[config.mk]
export PLATFORM = sky130hd
export DESIGN_NAME = mux_sw_sequencer
export DESIGN_NICKNAME = d
export VERILOG_FILES = /design/src/rtl/mux_sw_sequencer.sv
export SDC_FILE = /design/constraint.sdc
export NUM_CORES = 1
export LEC_CHECK = 0
export BUFFER_PORTS_ARGS = -buffer_cell sky130_fd_sc_hd__buf_2
export CAP_MARGIN = 15
export CORE_ASPECT_RATIO = 2
export CORE_UTILIZATION = 35
export CTS_BUF_LIST = sky130_fd_sc_hd__clkbuf_4
export CTS_CLUSTER_SIZE = 12
export DETAILED_ROUTE_END_ITERATION = 6
export GPL_TIMING_DRIVEN = 0
export SLEW_MARGIN = 20
export SYNTH_ARGS = -nofsm -noshare
export SYNTH_HDL_FRONTEND = slang
export SYNTH_SLANG_ARGS = --single-unit
[constraint.sdc]
create_clock -name clk -period 19.6 [get_ports clk]
set_clock_uncertainty 0.05 [all_clocks]
set_input_delay 3.92 -clock clk [delete_from_list [all_inputs] [get_ports clk]]
set_output_delay 3.92 -clock clk [all_outputs]
set_load 0.02 [all_outputs]
[src/rtl/mux_sw_sequencer.sv]
// Sequential channel-to-capacitor thermometer mux: one switch decision per clock,
// steering the next unconsumed channel bit into a capacitor slot or filling it with 1.
module mux_sw_sequencer #(
  parameter int CHANNEL_NUM   = 128,
  parameter int CAPACITOR_NUM = 70,
  parameter int CNT_W         = 7
) (
  input  logic                     clk,
  input  logic                     rst,
  input  logic                     start,
  input  logic [CHANNEL_NUM-1:0]   din,
  input  logic [CAPACITOR_NUM-1:0] sw_mask,
  input  logic                     abort,
  output logic                     busy,
  output logic                     done,
  output logic [CAPACITOR_NUM-1:0] dout,
  output logic                     dout_valid,
  output logic [CHANNEL_NUM-1:0]   din_rem,
  output logic [CNT_W-1:0]         used_cnt
);

  typedef enum logic {
    ST_IDLE = 1'b0,
    ST_RUN  = 1'b1
  } state_t;

  localparam logic [CNT_W-1:0] LAST_STEP = CNT_W'(CAPACITOR_NUM - 1);

  state_t                   r_state;
  logic [CHANNEL_NUM-1:0]   r_din;
  logic [CAPACITOR_NUM-1:0] r_mask;
  logic [CAPACITOR_NUM-1:0] r_cap;
  logic [CNT_W-1:0]         r_step;
  logic [CNT_W-1:0]         r_cnt;
  logic                     r_busy;
  logic                     r_done;
  logic [CAPACITOR_NUM-1:0] r_dout;
  logic                     r_dout_valid;
  logic [CHANNEL_NUM-1:0]   r_din_rem;
  logic [CNT_W-1:0]         r_used_cnt;

  // The mask is shifted right every step, so bit 0 is always the current step's enable.
  logic                     w_sel;
  logic                     w_last;
  logic [CAPACITOR_NUM-1:0] w_cap_next;
  logic [CHANNEL_NUM-1:0]   w_din_next;
  logic [CNT_W-1:0]         w_cnt_next;

  assign w_sel      = r_mask[0];
  assign w_last     = (r_step == LAST_STEP);
  assign w_cap_next = {(w_sel ? r_din[0] : 1'b1), r_cap[CAPACITOR_NUM-1:1]};
  assign w_din_next = w_sel ? {1'b1, r_din[CHANNEL_NUM-1:1]} : r_din;
  assign w_cnt_next = r_cnt + {{(CNT_W-1){1'b0}}, w_sel};

  always_ff @(posedge clk or posedge rst) begin
    if (rst) begin
      r_state      <= ST_IDLE;
      r_din        <= '1;
      r_mask       <= '0;
      r_cap        <= '1;
      r_step       <= '0;
      r_cnt        <= '0;
      r_busy       <= 1'b0;
      r_done       <= 1'b0;
      r_dout       <= '1;
      r_dout_valid <= 1'b0;
      r_din_rem    <= '1;
      r_used_cnt   <= '0;
    end else begin
      r_done <= 1'b0;
      case (r_state)
        ST_IDLE: begin
          if (start) begin
            r_din        <= din;
            r_mask       <= sw_mask;
            r_cap        <= '1;
            r_step       <= '0;
            r_cnt        <= '0;
            r_dout_valid <= 1'b0;
            r_busy       <= 1'b1;
            r_state      <= ST_RUN;
          end
        end
        ST_RUN: begin
          if (abort) begin
            // Abort beats the final step: results from the previous run are kept.
            r_dout_valid <= 1'b0;
            r_busy       <= 1'b0;
            r_state      <= ST_IDLE;
          end else begin
            r_cap  <= w_cap_next;
            r_din  <= w_din_next;
            r_cnt  <= w_cnt_next;
            r_mask <= r_mask >> 1;
            if (w_last) begin
              r_dout       <= w_cap_next;
              r_din_rem    <= w_din_next;
              r_used_cnt   <= w_cnt_next;
              r_dout_valid <= 1'b1;
              r_done       <= 1'b1;
              r_busy       <= 1'b0;
              r_state      <= ST_IDLE;
            end else begin
              r_step <= r_step + 1'b1;
            end
          end
        end
        default: begin
          r_busy  <= 1'b0;
          r_state <= ST_IDLE;
        end
      endcase
    end
  end

  assign busy       = r_busy;
  assign done       = r_done;
  assign dout       = r_dout;
  assign dout_valid = r_dout_valid;
  assign din_rem    = r_din_rem;
  assign used_cnt   = r_used_cnt;

endmodule

==> flow_summary.toml, run 1 <==
[synth]
synthesis.nets = 2094
synth_cell_types = 40
synth_top_flop_cell = "dfstp_2"
synth_seq_cells = 490
ys_seq_area_share_pct = 57.1
synth_area_um2 = 22300
syn_avg_cell_area_um2 = 11.8
async_flop_share_pct = 100
synth-edff-count = 0
synth_cells = 1888
yosysWarnings = 0

[cells_and_area]
drive_gt1_share_pct = 52.8
nets = 2622
finalInstanceArea_um2 = 27100
area_growth_pct = 21.2
utilization_pct = 43.0
n_fill_cell = 6062
instances_no_fill = 3311

[critical_path]
cp.required_ns = 15.63
r2r_start = "r_mask[0]$_DFFE_PP0P_"
cpLargestDelayFamily = "flip-flops"
reg2reg_depth = 6
crit_type = "flop to output port"
reg2reg_slack_ns = 16.45
worstSetupStartpointType = "flop"
r2r_end = "r_din[34]$_DFFE_PP1P_"
critical_path.max_stage_delay_ns = 0.53
crit_buf_inv = 1
cp_cell_sequence = "buf_2"
worst_setup_path_end_kind = "output port"
cp_max_fo = 2
worstPathArrival_ns = 1.71
critPathSlowestCell = "dfstp_2"

[route]
vias = 16941
wl_per_cell_um = 20.0
dr.first_iter.drc_count = 713
drt-pass1-iter-count = 5
vias_per_cell = 5.12
wirelength_um = 66300
drtAntennaViolNets = 0
drc_errors = 0

[global_route]
track_usage_pct = 20.6
grt_max_degree = 115
antenna_found_initial = 15
grt_overflow_total = 0
grt_pass1_vias = 18263
grt_pass1_wl_um = 103000

[timing]
period_needed_ns = 5.68
finalSetupViolations = 0
finalHoldViolations = 0
fin_crit_sh_pct = 29.0
drv_slew = 0
tightest_slew_ns = 1.05
max_freq_mhz = 176
fin_tns_setup_ns = 0
rsz0062_at_grt = "no"
relSlewSlack_pct = 29.9

[status]
outcome = "finished, final reports clean"

[flow_run]
drv_cap = 0

[floorplanning]
fp-row-count = 130
initial_core_util_pct = 35.5
die_y_um = 359
io_pins = 410
core_um2 = 62900
die-area_um2 = 64900
die_width_um = 181

[cts]
post_cts_resize_count = 0
cts_made_buffers = 115
cts_max_level = 3
clk_pin_slew_ns = 0.08
clkLatencyLatePin_ns = 0.96
clk_path_buf_depth = 3
cts-root-buf = "clkbuf_4"
cts_tree = "yes"
post_cts_buffers = 0
holdBufCountCts = 0
cts.sinks = 490

[power_and_ir_drop]
p_total_w = 0.00290
power_leakage_nw = 12.6
pwr_density_cell_nw_per_um2 = 107
vdd_drop_max_v = 0.0000588

[min_path]
hp-class = "flop to flop"
holdPathEnd = "r_din[29]$_DFFE_PP1P_"
whs_path_depth = 2
min_from = "r_din[29]$_DFFE_PP1P_"

[placed_design]
place_congestion = 0.813
dp_cells = 3091
hpwlAfterDp_um = 48600
io_buffers = 407
place_area_um2 = 25500
-- worst min-delay path, delay by kind of cell, from the launching register on --
family | cells | cell delay [ns]
DFF | 1 | 0.38
and+or+nand+nor | 2 | 0.09
-- cell families after synthesis --
family | after synthesis | share of synthesized area, %
flip-flops | 490 | 57.1
AO/OA/AOI/OAI | 271 | 8.19
adder cells (fa/ha/maj) | 4 | 0.224
XOR/XNOR | 5 | 0.196
buffers and inverters | 152 | 2.98
AND/OR/NAND/NOR | 532 | 10.0
multiplexers | 434 | 21.3
-- per-stage QoR --
stage / worst slack [ns] / hold WS [ns]
after global placement: -2.73 / 0.401
after global routing: 13.77 / 0.432
final: 13.92 / 0.416
after floorplan: 2.61 / 0.393
after CTS: 13.72 / 0.417
after detailed placement: 12.91 / 0.406
-- synth_stat cells, types with 9 or more instances --
library cell	n	share of area, %
dfrtp_1	95	11
mux2_2	303	15
dfstp_2	395	46
o211ai_1	38	1.3
buf_2	9	0.20
mux2_1	21	1.1
clkbuf_1	102	1.7
nand3_1	76	1.7
buf_1	19	0.32
o21ai_0	120	2.7
nand2b_1	41	1.1
nor2_1	15	0.25
a21oi_1	9	0.20
buf_4	14	0.47
a32oi_1	88	3.5
nand2_1	388	6.5
mux2i_1	110	4.9
-- state kept, by name (all words and copies together), names as in the netlist --
| name | count |
|---|---|
| busy | 1 |
| din_rem | 128 |
| done | 1 |
| dout | 70 |
| dout_valid | 1 |
| r_cap | 69 |
| r_cnt | 7 |
| r_din | 128 |
| r_mask | 70 |
| r_state | 1 |
| r_step | 7 |
| used_cnt | 7 |
-- worst max-delay path by stage --
stage	start	to	slack, ns	cells after the start
after CTS	din_rem[72]$_DFFE_PP1P_	din_rem[72]	13.72	1
after detailed placement	abort	r_mask[0]$_DFFE_PP0P_	12.91	8
after floorplan	rst	busy$_DFFE_PP0P_	2.61	1
final	din_rem[72]$_DFFE_PP1P_	din_rem[72]	13.92	1
after global routing	din_rem[72]$_DFFE_PP1P_	din_rem[72]	13.77	1
after global placement	rst	dout_valid$_DFFE_PP0P_	-2.73	2
-- report_power, final --
part | switching (W) | internal, W
clock network | 0.000432 | 0.000456
logic | 0.000345 | 0.000274
registers | 0.000128 | 0.00127
-- final cells by class --
class                           instances  area, um2  share of cell area [%]
Antenna cell                            7       17.5                  0.0647
Buffer                                148        649                    2.40
Clock buffer                          173       1300                    4.80
Clock inverter                         40        272                    1.00
Inverter                                4       22.5                  0.0832
Multi-Input combinational cell       1246       8910                    32.9
Sequential cell                       490      12800                    47.1
Tap cell                              792        991                    3.66
Timing Repair Buffer                  411       2150                    7.93
-- cells in the final DEF (no fill, tap or decap), drive strengths merged, types with 2 or more instances in the layout --
cell        n
or2         2
mux2      324
a22o        5
diode       7
nand2     388
clkinvlp    2
clkbuf    275
bufinv      4
mux2i     110
dfrtp      95
xor2        3
a21oi       9
buf       457
nand2b     41
nand3      76
a32oi      88
o21ai     120
nor2       15
clkinv     33
o211ai     38
and3        2
ha          4
a31oi       5
inv         5
nor2b       3
xnor2       2
dfstp     395
-- metal layers --
layer,share of wire (%),vias up,global-route usage (%)
met2,52,544,36.5
met4,3.8,12,10.3
li1,-,7820,-
met3,8.1,147,7.26
met5,0.12,-,0
met1,37,8418,21.4
Note: power is estimated with default switching activity, not from simulation.
==> run 2, diff against run 1 <==
--- a/config.mk
+++ b/config.mk
@@ -5,6 +5,7 @@
 export SDC_FILE = /design/constraint.sdc
 export NUM_CORES = 1
 export LEC_CHECK = 0
+export ABC_AREA = 1
 export BUFFER_PORTS_ARGS = -buffer_cell sky130_fd_sc_hd__buf_2
 export CAP_MARGIN = 15
 export CORE_ASPECT_RATIO = 2
==> constraint.sdc (replaced) <==
create_clock -name clk -period 5.2 [get_ports clk]
set_clock_uncertainty 0.05 [all_clocks]
set_input_delay 1.04 -clock clk [delete_from_list [all_inputs] [get_ports clk]]
set_output_delay 1.04 -clock clk [all_outputs]
set_load 0.02 [all_outputs]
==> run 2 against run 1 <==
Compared with the run above:
- die area shrank 0.64%
- sequential power grew to 3.8 times the previous value
- clock power grew to 3.5 times the previous value
- synthesized cell count grew 37%
- largest power group unchanged
- hold slack lost 0.24 ns
- global-route usage grew 4.1 points
- clock-buffer cell count shrank 5
- first-iteration DRC count grew 22%
- sequential share of layout area grew 0.10 points
- design area shrank 0.22%
- setup slack lost 11 ns
- non-clock buffer count grew 49
- critical endpoint is now din_rem[113]
==> flow_summary.toml, run 2 <==
[critical_path]
cpLargestDelayFamily = "flip-flops"
cp_max_fo = 2
crit_start = "din_rem[113]$_DFFE_PP1P_"
crit_buf_inv = 1
worst_setup_path_end_kind = "output port"
worstPathArrival_ns = 1.67
cp_cell_sequence = "buf_2"
crit_type = "flop to output port"
worstSetupStartpointType = "flop"
cp.required_ns = 4.11
critical_path.max_stage_delay_ns = 0.54
critPathSlowestCell = "dfstp_2"
r2r_start = "r_mask[0]$_DFFE_PP0P_"

[floorplanning]
initial_core_util_pct = 35.3
die-area_um2 = 64500
core_um2 = 62800
die_y_um = 358
io_pins = 410
die_width_um = 180
fp-row-count = 130

[route]
drtAntennaViolNets = 0
drt-pass1-iter-count = 6
wirelength_um = 78900
drc_errors = 0
vias_per_cell = 4.96
wl_per_cell_um = 19.6
vias = 19930
dr.first_iter.drc_count = 867

[cells_and_area]
drive_gt1_share_pct = 34.0
final_common_cell = "nand2_1"
area_growth_pct = 21.7
final_cell_mix = "nand2_1, o21ai_0, buf_2"
nets = 3335
finalInstanceArea_um2 = 27000

[timing]
tightest_slew_ns = 1.09
finalHoldViolations = 0
period_needed_ns = 2.76
rsz0062_at_grt = "no"
drv_slew = 0
finalSetupViolations = 0
relSlewSlack_pct = 27.3
holdWs_ns = 0.178
fin_tns_setup_ns = 0
fin_crit_sh_pct = 53.0
max_freq_mhz = 363

[synth]
synth_area_leader_cell = "dfstp_2"
async_flop_share_pct = 100
synth_cell_types = 28
synth-xor-area-share_pct = 0.118
synth.most_common_cell = "nand2_1"
synth_compound_area_share_pct = 18.2
synth_seq_cells = 490
synth_top_flop_cell = "dfstp_2"
synth_area_um2 = 22200
syn_avg_cell_area_um2 = 8.58
yosysWarnings = 0
synth_simple_gate_area_share_pct = 15.4
synthesis.nets = 2792
ys_seq_area_share_pct = 57.5
synth_top_family_by_area = "compound AO/OA/AOI/OAI gates"
synth_area_leaders = "dfstp_2, nand2_1, o21ai_0"
synth_mux_area_share_pct = 0
synth_cells = 2586
synth-adder-area-share_pct = 0.226
synth-edff-count = 0
synth_top_area_share_pct = 46.8
yosys-top-cells-count = "nand2_1, o21ai_0, dfstp_2, inv_1, nor2_1"

[global_route]
grt_pass1_wl_um = 120000
track_usage_pct = 24.7
grt_pass1_vias = 21104
antenna_found_initial = 25
grt_overflow_total = 0
grt_max_degree = 36

[flow_run]
drv_cap = 0

[power_and_ir_drop]
vdd_drop_max_v = 0.000212
power_leakage_nw = 13.0
p_total_w = 0.0111
pwr_density_cell_nw_per_um2 = 413

[cts]
cts_max_level = 3
cts-root-buf = "clkbuf_4"
clk_path_buf_depth = 3
cts_made_buffers = 117
post_cts_buffers = 0
clk_pin_slew_ns = 0.08
post_cts_resize_count = 0
clkLatencyLatePin_ns = 0.94
cts.sinks = 490
holdBufCountCts = 0
cts_tree = "yes"

[status]
outcome = "finished, final reports clean"

[placed_design]
place_area_um2 = 25500
place_congestion = 0.843
io_buffers = 408
hpwlAfterDp_um = 59400

[min_path]
hp-class = "primary input to async pin"
-- run 2: worst paths after layout --
check	to	slack, ns	cells after the start
setup / recovery	din_rem[113]	2.44	1
hold / removal	r_mask[15]$_DFFE_PP0P_	0.18	2
setup reg to reg	r_din[33]$_DFFE_PP1P_	2.58	6
hold reg to reg	din_rem[68]$_DFFE_PP1P_	0.41	2
max in group asynchronous	din_rem[13]$_DFFE_PP1P_	3.32	7
min in group clk	r_mask[0]$_DFFE_PP0P_	0.31	3
-- run 2: cells by family (layout without fill, tap and decap cells) --
family / Yosys count / after routing
buffers and inverters: 453 / 1089
adders and majority gates: 4 / 4
DFF: 490 / 490
and+or+nand+nor: 894 / 894
AOI/OAI and AO/OA: 742 / 742
xor gates and xnor gates: 3 / 3
other: 0 / 5
-- run 2: final cells by class --
class	count	area (um2)
inverters	269	1020
diodes	5	12.5
repair buffers	424	2370
multi-input cells	1643	7530
flip-flops and latches	490	12800
clock inverters	44	183
clock buffers	168	1260
well taps	792	991
fillers	6505	35800
plain buffers	184	888
-- run 2: power by group --
| group | switching (W) | internal (W) |
|---|---|---|
| clock | 0.00165 | 0.00149 |
| combinational | 0.00191 | 0.000853 |
| sequential | 0.000352 | 0.00489 |
| total | 0.00391 | 0.00723 |
-- run 2: per-layer routing --
metal	global-route usage (%)	up-vias	wire, um
met5	0	-	259
met4	12.4	40	3630
met3	8.70	227	6750
met2	45.2	671	40600
met1	24.5	9455	27700
li1	-	9537	-
-- run 2: per-stage QoR --
step / setup slack, ns / std cells / utilization, %
floorplan: -2.21 / 2586 / -
global placement: -5.62 / 3786 / 40.2
detailed placement: 2.18 / 3802 / 40.7
CTS: 2.31 / 4014 / 43.0
global route: 2.33 / 4017 / 43.0
finish: 2.44 / 4019 / 43.0
==> run 3, diff against run 2 <==
==> constraint.sdc (replaced) <==
create_clock -name clk -period 2.7 [get_ports clk]
set_clock_uncertainty 0.05 [all_clocks]
set_input_delay 0.54 -clock clk [delete_from_list [all_inputs] [get_ports clk]]
set_output_delay 0.54 -clock clk [all_outputs]
set_load 0.02 [all_outputs]
==> run 3 against run 2 <==
Compared with the run above:
- via count up 4.6%
- critical endpoint is now r_din[0]$_DFFE_PP1P_
- combinational power up 100%
- largest cell class unchanged
- power up 95%
- flip-flop and latch count unchanged
- routed wire length up 3.2%
- non-clock buffer count up 204
- critical path type is now flop to flop
- utilization up 3.3 points
==> flow_summary.toml, run 3 (synthesis gave the netlist of run 2 again) <==
[critical_path]
worstPathArrival_ns = 3.40
cp.required_ns = 3.50
worst_setup_path_end_kind = "flop"
crit_type = "flop to flop"
worstSetupStartpointType = "flop"
cp_max_fo = 10

[timing]
period_needed_ns = 2.61
relSlewSlack_pct = 25.7
tightest_slew_ns = 1.11
fin_crit_sh_pct = 96.5
holdWs_ns = 0.101
finalSetupViolations = 0
drv_slew = 0
max_freq_mhz = 384
setup_slack_ns = 0.0934
fin_tns_setup_ns = 0
rsz0062_at_grt = "no"
finalHoldViolations = 0

[floorplanning]
die_y_um = 358
fp-row-count = 130
die-area_um2 = 64500
die_width_um = 180
initial_core_util_pct = 35.3
core_um2 = 62800
io_pins = 410

[power_and_ir_drop]
power_leakage_nw = 13.9
vdd_drop_max_v = 0.000409
pwr_density_cell_nw_per_um2 = 749

[cells_and_area]
final_cell_mix = "nand2_1, o21ai_0, buf_2"
utilization_pct = 46.3
final_common_cell = "nand2_1"
nets = 3539
area_growth_pct = 31.0
drive_gt1_share_pct = 32.0

[global_route]
grt_pass1_vias = 22309
antenna_found_initial = 15
grt_max_degree = 36
track_usage_pct = 25.4
grt_overflow_total = 0
grt_pass1_wl_um = 124000

[placed_design]
hpwlAfterDp_um = 59400
place_ws_ns = 0.0352
io_buffers = 408
place_congestion = 0.843

[route]
dr.first_iter.drc_count = 1008
vias_per_cell = 4.94
drt-pass1-iter-count = 6
drc_errors = 0
drtAntennaViolNets = 0
wirelength_um = 81400
vias = 20851
wl_per_cell_um = 19.3

[cts]
clkLatencyLatePin_ns = 0.94
cts_max_level = 3
cts_made_buffers = 117
cts-root-buf = "clkbuf_4"
cts_tree = "yes"
post_cts_buffers = 0
cts.sinks = 490
clk_path_buf_depth = 3
clk_pin_slew_ns = 0.08

[min_path]
hp-class = "primary input to flop"

[status]
outcome = "finished, final reports clean"

[flow_run]
drv_cap = 0
run 3: timing repair:
item,CTS,global route
hold buffers,204,0
endpoints found under the hold margin,240,0
resized for setup,0,3
endpoints found under the setup margin,0,3
run 3: path summary, 6_finish.rpt:
check | from | end | slack [ns] | cells after the start
hold / removal | start | busy$_DFFE_PP0P_ | 0.10 | 3
max in group asynchronous | rst | din_rem[13]$_DFFE_PP1P_ | 0.76 | 8
setup reg to reg | r_state$_DFF_PP0_ | r_din[0]$_DFFE_PP1P_ | 0.09 | 5
setup / recovery | r_state$_DFF_PP0_ | r_din[0]$_DFFE_PP1P_ | 0.09 | 5
hold reg to reg | din_rem[68]$_DFFE_PP1P_ | din_rem[68]$_DFFE_PP1P_ | 0.41 | 2
min in group asynchronous | rst | r_mask[12]$_DFFE_PP0P_ | 0.25 | 3
run 3: layer usage:
| metal | up-vias | GRT usage (%) | share of wire, % |
|---|---|---|---|
| li1 | 9946 | - | - |
| met4 | 18 | 14.7 | 5.5 |
| met5 | - | 0 | 0.14 |
| met1 | 9886 | 26.0 | 36 |
| met3 | 241 | 7.23 | 7.4 |
| met2 | 760 | 46.2 | 51 |
run 3: per-stage QoR:
stage,total power (W),cell area (um2),std cells
after detailed placement,0.0155,25500,3802
after global placement,0.0154,25200,3786
final,0.0218,29100,4224
after global routing,0.0232,29100,4223
after CTS,0.0220,29000,4218
after floorplan,0.0136,22200,2586
run 3: power by group:
group / switching, W / internal (W) / leakage [nW]
sequential: 0.000680 / 0.00942 / 5.31
combinational: 0.00378 / 0.00184 / 7.68
clock: 0.00319 / 0.00286 / 0.874
run 3: final cells by class:
| cell class | instances | area [um2] |
|---|---|---|
| inverter | 269 | 1020 |
| clock inverter | 44 | 183 |
| tap | 792 | 991 |
| timing repair buffer | 628 | 4410 |
| fill | 6265 | 33700 |
| antenna | 6 | 15.0 |
| multi-input combinational | 1643 | 7530 |
| buffer | 184 | 895 |
| sequential | 490 | 12800 |
| clock buffer | 168 | 1260 |
run 3: worst max-delay path, stage by stage (launching register included):
cell and delay [ns]:
dfrtp_1 0.32, buf_2 0.25, clkbuf_1 0.61, clkdlybuf4s15_1 0.84
o21ai_0 0.28, o22ai_1 0.17
